**config.mk**
```make
export PLATFORM = sky130hd
export DESIGN_NAME = instr_encoder_loader
export DESIGN_NICKNAME = d
export VERILOG_FILES = /design/src/rtl/instr_encoder_loader.sv
export SDC_FILE = /design/constraint.sdc
export NUM_CORES = 1
export LEC_CHECK = 0
export CAP_MARGIN = 5
export CELL_PAD_IN_SITES_DETAIL_PLACEMENT = 2
export CELL_PAD_IN_SITES_GLOBAL_PLACEMENT = 2
export CORE_MARGIN = 2
export CORE_UTILIZATION = 35
export CTS_CLUSTER_SIZE = 40
export DETAILED_ROUTE_END_ITERATION = 8
export DONT_BUFFER_PORTS = 1
export PLACE_DENSITY = 0.77
export SLEW_MARGIN = 5
export SYNTH_ARGS = -nofsm -noshare
export SYNTH_HDL_FRONTEND = slang
export SYNTH_SLANG_ARGS = --single-unit
```
**constraint.sdc**
```tcl
create_clock -name clk -period 3.04 [get_ports clk]
set_clock_uncertainty 0.15 [all_clocks]
set_input_delay 0.304 -clock clk [delete_from_list [all_inputs] [get_ports clk]]
set_output_delay 0.304 -clock clk [all_outputs]
set_load 0.005 [all_outputs]
```
**src/rtl/instr_encoder_loader.sv**
```systemverilog
// Purpose: encodes RV32I instructions from decoded control and fields, then writes them to instruction memory.
// Latency: an accepted instruction appears on mem_* one cycle later; there is one output register, so full throughput.
// Backpressure: in_ready drops while a write is held by mem_ready=0; illegal input stops the session in ERR.
// Ports: clk/rst (sync, active-high); start/base_addr open a session; in_valid/in_ready with ctrl, rd, rs1, rs2,
//        funct3, funct7b5, imm, last carry instructions in; mem_we/mem_ready/mem_addr/mem_wdata carry words out;
//        busy/done/err/count report session status.
module instr_encoder_loader (
  input  logic        clk,
  input  logic        rst,
  input  logic        start,
  input  logic [31:0] base_addr,
  input  logic        in_valid,
  output logic        in_ready,
  input  logic [10:0] ctrl,
  input  logic [4:0]  rd,
  input  logic [4:0]  rs1,
  input  logic [4:0]  rs2,
  input  logic [2:0]  funct3,
  input  logic        funct7b5,
  input  logic [31:0] imm,
  input  logic        last,
  output logic        mem_we,
  input  logic        mem_ready,
  output logic [31:0] mem_addr,
  output logic [31:0] mem_wdata,
  output logic        busy,
  output logic        done,
  output logic        err,
  output logic [15:0] count
);

  typedef enum logic [2:0] {S_IDLE, S_RUN, S_DRAIN, S_DONE, S_ERR} state_t;

  state_t      state_q, state_d;
  logic [31:0] wr_addr_q, wr_addr_d;
  logic [15:0] count_q, count_d;
  logic        mem_we_q, mem_we_d;
  logic [31:0] mem_addr_q, mem_addr_d;
  logic [31:0] mem_wdata_q, mem_wdata_d;

  logic        legal;
  logic [31:0] enc_word;
  logic        i_ok, b_ok, j_ok;
  logic        wr_done, accept;

  // An immediate fits N signed bits when every bit above N-2 copies the sign bit.
  assign i_ok = (imm[31:11] == {21{imm[31]}});
  assign b_ok = (imm[31:12] == {20{imm[31]}}) && !imm[0];
  assign j_ok = (imm[31:20] == {12{imm[31]}}) && !imm[0];

  always_comb begin
    legal    = 1'b0;
    enc_word = '0;
    case (ctrl)
      11'b10010010000: begin // load, I-type
        legal    = i_ok;
        enc_word = {imm[11:0], rs1, funct3, rd, 7'b0000011};
      end
      11'b10010000100: begin // ALU immediate, I-type; shift-right carries funct7b5 above shamt
        legal = i_ok;
        if (funct3 == 3'b101) enc_word = {1'b0, funct7b5, 5'b0, imm[4:0], rs1, funct3, rd, 7'b0010011};
        else                  enc_word = {imm[11:0], rs1, funct3, rd, 7'b0010011};
      end
      11'b00111000000: begin // store, S-type
        legal    = i_ok;
        enc_word = {imm[11:5], rs2, rs1, funct3, imm[4:0], 7'b0100011};
      end
      11'b10000000100: begin // register ALU, R-type
        legal    = 1'b1;
        enc_word = {1'b0, funct7b5, 5'b0, rs2, rs1, funct3, rd, 7'b0110011};
      end
      11'b01000001010: begin // branch, B-type
        legal    = b_ok;
        enc_word = {imm[12], imm[10:5], rs2, rs1, funct3, imm[4:1], imm[11], 7'b1100011};
      end
      11'b11100100001: begin // jal, J-type
        legal    = j_ok;
        enc_word = {imm[20], imm[10:1], imm[11], imm[19:12], rd, 7'b1101111};
      end
      default: legal = 1'b0;
    endcase
  end

  assign wr_done  = mem_we_q && mem_ready;
  assign in_ready = (state_q == S_RUN) && (!mem_we_q || mem_ready);
  assign accept   = in_valid && in_ready;

  always_comb begin
    state_d     = state_q;
    wr_addr_d   = wr_addr_q;
    count_d     = count_q;
    mem_we_d    = mem_we_q;
    mem_addr_d  = mem_addr_q;
    mem_wdata_d = mem_wdata_q;

    if (wr_done) begin
      mem_we_d = 1'b0;
      if (count_q != 16'hFFFF) count_d = count_q + 16'd1;
    end

    case (state_q)
      S_IDLE, S_DONE, S_ERR: begin
        if (start) begin
          state_d   = S_RUN;
          wr_addr_d = base_addr;
          count_d   = '0;
        end
      end
      S_RUN: begin
        if (accept) begin
          if (legal) begin
            mem_we_d    = 1'b1;
            mem_addr_d  = wr_addr_q;
            mem_wdata_d = enc_word;
            wr_addr_d   = wr_addr_q + 32'd4;
            if (last) state_d = S_DRAIN;
          end else begin
            state_d = S_ERR;
          end
        end
      end
      S_DRAIN: begin
        if (wr_done || !mem_we_q) state_d = S_DONE;
      end
      default: state_d = S_IDLE;
    endcase
  end

  always_ff @(posedge clk) begin
    if (rst) begin
      state_q     <= S_IDLE;
      wr_addr_q   <= '0;
      count_q     <= '0;
      mem_we_q    <= 1'b0;
      mem_addr_q  <= '0;
      mem_wdata_q <= '0;
    end else begin
      state_q     <= state_d;
      wr_addr_q   <= wr_addr_d;
      count_q     <= count_d;
      mem_we_q    <= mem_we_d;
      mem_addr_q  <= mem_addr_d;
      mem_wdata_q <= mem_wdata_d;
    end
  end

  assign mem_we    = mem_we_q;
  assign mem_addr  = mem_addr_q;
  assign mem_wdata = mem_wdata_q;
  assign count     = count_q;
  assign done      = (state_q == S_DONE);
  assign err       = (state_q == S_ERR);
  assign busy      = (state_q == S_RUN) || (state_q == S_DRAIN) || ((state_q == S_ERR) && mem_we_q);

endmodule
```
==> reports/qor.txt <==
asr flop ratio synth - 0%
Remaining Overflow, GRT - 0
Sum Neg Setup Slack - 0 ns
DRT antenna net count - 0
Global Route Usage Sum - 25.0%
clk slew on worst S/H paths - 0.06 ns
Synth Cell Area - 0.00575 sq mm
Crit path max-delay family - simple AND/OR/NAND/NOR gates
die width - 132 microns
post-CTS setup buffers - 0
hold_buf cts - 34
CTS tree - done
post_cts resized - 0
count of final hold-check violations - 0
largest net degree at the start of global routing - 80
GPL Wtd Cong - 0.829
Worst path most repeated cell - nor2_1
Worst EP arrival - 2.90 ns
vias in the first global route - 6,352
Clock Sinks - 114
post-DP HPWL - 14,600 microns
via count - 5,704
post-synth cell types - 67
Slew Viols, Final - 0
first drt pass iteration count - 4
# DRC - 0
Die ar. - 0.0175 sq mm
cell leakage power - 2.17 nW
Post-synth EDFFs - 0
syn nets - 822
top_reg_cell synth - dfxtp_1
Syn Inst Count - 720
max-cap viol count - 0
post-synthesis register bit count - 114
sequential-to-total area share from yosys stat - 39.7%
DRT Wirelength - 21,500 microns
# rows - 46
outcome - completed
YS warnings - 0
Slew headroom - 26.4%
IO Count - 185
crit-path cells - nand2b_1 > nor2_1 > o21a_1 > nor2_1 > buf_4 > and2_1 > o31ai_1 > o21ai_0
DR WL/cell - 22.2 microns
fin nets - 845
Initial DRC Count - 251
CP max FO - 11
Hold WC Path Type - in2reg
crit path launch type - register
area grow syn2layout - 18.9%
synthesized area per cell - 7.98 sq um
total CTS buffers - 17
Worst path slowest cell - nor2_1
H-tree lvl count - 4
Die Ht - 132 microns
initial core utilization - 36.0%
clk_lat worst skew - 0.42 ns
CTS max path bufs - 2
CP peak stage delay - 0.73 ns
Critical Path Sink Type - register
first-pass GRT wire length - 34,600 microns
cell area power density - 544 mW/mm^2
antenna cells - 0
root buffer cell - clkbuf_16
Buffers on Ports - 0
worst setup path class - reg2reg
unrepaired setup endpoints after global routing - false
share of cells above drive strength 1 - 10.1%
Worst Path Buf+Inv - 1
Max Freq - 370 MHz
VDD IR-drop max - 0.411 mV
total design power - 3.72 mW
post-route minimum period - 2.70 ns
Worst Max-Slew Pin Slew - 1.10 ns
CP required - 3.24 ns
initial antenna violation count - 0
core area - 0.0159 sq mm
Period Utilization, post-route - 88.8%
Final Setup Violations - 0
Via density - 5.88
==> final timing paths <==
check	startpoint	endpoint	slack [ns]	cells after the start
worst max register to register	state_q[2]	wr_addr_q[31]	0.34	8
worst max-delay path	state_q[2]	wr_addr_q[31]	0.34	8
worst min register to register	wr_addr_q[1]	wr_addr_q[1]	0.31	2
worst min-delay path	base_addr[3]	wr_addr_q[3]	0.02	3
==> cell usage in the layout, fill, tap and decap left out, types with 5 or more instances in the layout <==
master | netlist | layout
xnor2_1 | 6 | 6
or3_1 | 5 | 5
o21ai_1 | 6 | 6
nand3_1 | 28 | 28
and2_1 | 7 | 7
dfxtp_1 | 114 | 114
inv_1 | 8 | 8
a211oi_1 | 5 | 5
a31oi_1 | 6 | 6
o211ai_1 | 12 | 12
nand4_1 | 12 | 12
mux2i_1 | 5 | 5
nor2_1 | 77 | 77
clkbuf_16 | 0 | 17
a211oi_2 | 22 | 22
nor3_1 | 22 | 22
and3_1 | 7 | 7
o31ai_1 | 5 | 5
nor4_1 | 9 | 9
dlygate4sd3_1 | 0 | 33
clkbuf_1 | 30 | 5
nand2b_1 | 10 | 10
a21oi_1 | 74 | 74
a22oi_1 | 17 | 17
nand2_1 | 120 | 119
o21ai_0 | 20 | 19
xor2_1 | 10 | 10
buf_4 | 2 | 14
and4_1 | 8 | 8
==> through the flow <==
stage | worst slack (ns) | instance area (sq um) | util [%] | instances | hold slack (ns)
6_report | 0.340 | 6830 | 42.8 | 970 | 0.0197
5_1_grt | 0.170 | 6830 | 42.8 | 970 | 0.0143
4_1_cts | 0.383 | 6830 | 42.8 | 970 | 0.00726
3_5_place_dp | 0.0351 | 5960 | 37.4 | 906 | 0.232
3_3_place_gp | 0.135 | 5960 | 37.4 | 906 | 0.230
2_1_floorplan | 0.324 | 5750 | - | 720 | 0.282
==> final cells by class <==
type,instances,area [sq um]
multi-input combinational,552,3230
tap,216,270
inverter,8,30.0
fill,1793,9110
clock inverter,5,30.0
timing repair buffer,50,503
sequential,114,2280
clock buffer,25,485
==> worst register-to-register path: stages, from the launching register on <==
cell      delay [ns]
dfxtp_1         0.52
nand2b_1        0.24
nor2_1          0.12
o21a_1          0.23
nor2_1          0.73
buf_4           0.31
and2_1          0.16
o31ai_1         0.08
o21ai_0         0.08
==> flip-flops by register name, summed over array words and instances, names as in the netlist <==
signal and count:
mem_wdata 30, state_q 3, wr_addr_q 32, mem_addr 32, count 16, mem_we 1
==> report_power, final <==
| part | leakage [nW] | internal [mW] | switching [mW] |
|---|---|---|---|
| Clock | 0.249 | 1.09 | 0.684 |
| Combinational | 0.998 | 0.137 | 0.204 |
| Sequential | 0.922 | 1.54 | 0.0656 |
| Total | 2.17 | 2.76 | 0.953 |
==> synth_stat cells (5+ instances only) <==
| library cell | number | area [sq um] |
|---|---|---|
| o21ai_0 | 20 | 100 |
| nand3_1 | 28 | 140 |
| o21ai_1 | 6 | 30.0 |
| xor2_1 | 10 | 87.6 |
| nand4_1 | 12 | 75.1 |
| a22oi_1 | 17 | 128 |
| buf_6 | 5 | 56.3 |
| and2_1 | 7 | 43.8 |
| a211oi_2 | 22 | 275 |
| a211oi_1 | 5 | 37.5 |
| mux2i_1 | 5 | 50.1 |
| and4_1 | 8 | 70.1 |
| inv_1 | 8 | 30.0 |
| dfxtp_1 | 114 | 2280 |
| nor2_1 | 77 | 289 |
| buf_2 | 7 | 35.0 |
| a21oi_1 | 74 | 370 |
| nor4_1 | 9 | 56.3 |
| o31ai_1 | 5 | 37.5 |
| nor3_1 | 22 | 110 |
| a31oi_1 | 6 | 37.5 |
| or3_1 | 5 | 31.3 |
| nand2b_1 | 10 | 62.6 |
| o211ai_1 | 12 | 90.1 |
| nand2_1 | 120 | 450 |
| xnor2_1 | 6 | 52.6 |
| clkbuf_1 | 30 | 113 |
| and3_1 | 7 | 43.8 |
==> kinds of logic (layout without fill, tap and decap cells) <==
family          Yosys count  count (layout)  synth area share [%]
compound gates          202             202                  25.2
xor+xnor                 16              16                  2.44
fa+ha+maj                 2               2                 0.435
buf+inv                  54              88                  4.46
flops                   114             114                  39.7
mux                       5               5                 0.871
simple gates            327             327                  26.9
==> layer usage <==
metal,routed length [microns],vias up,track usage (%)
li1,-,2649,-
met1,8630,2837,28.2
met2,10800,172,43.5
met3,1610,46,8.19
met4,499,0,10.2
met5,0,-,0
(Power assumes the default switching activity.)
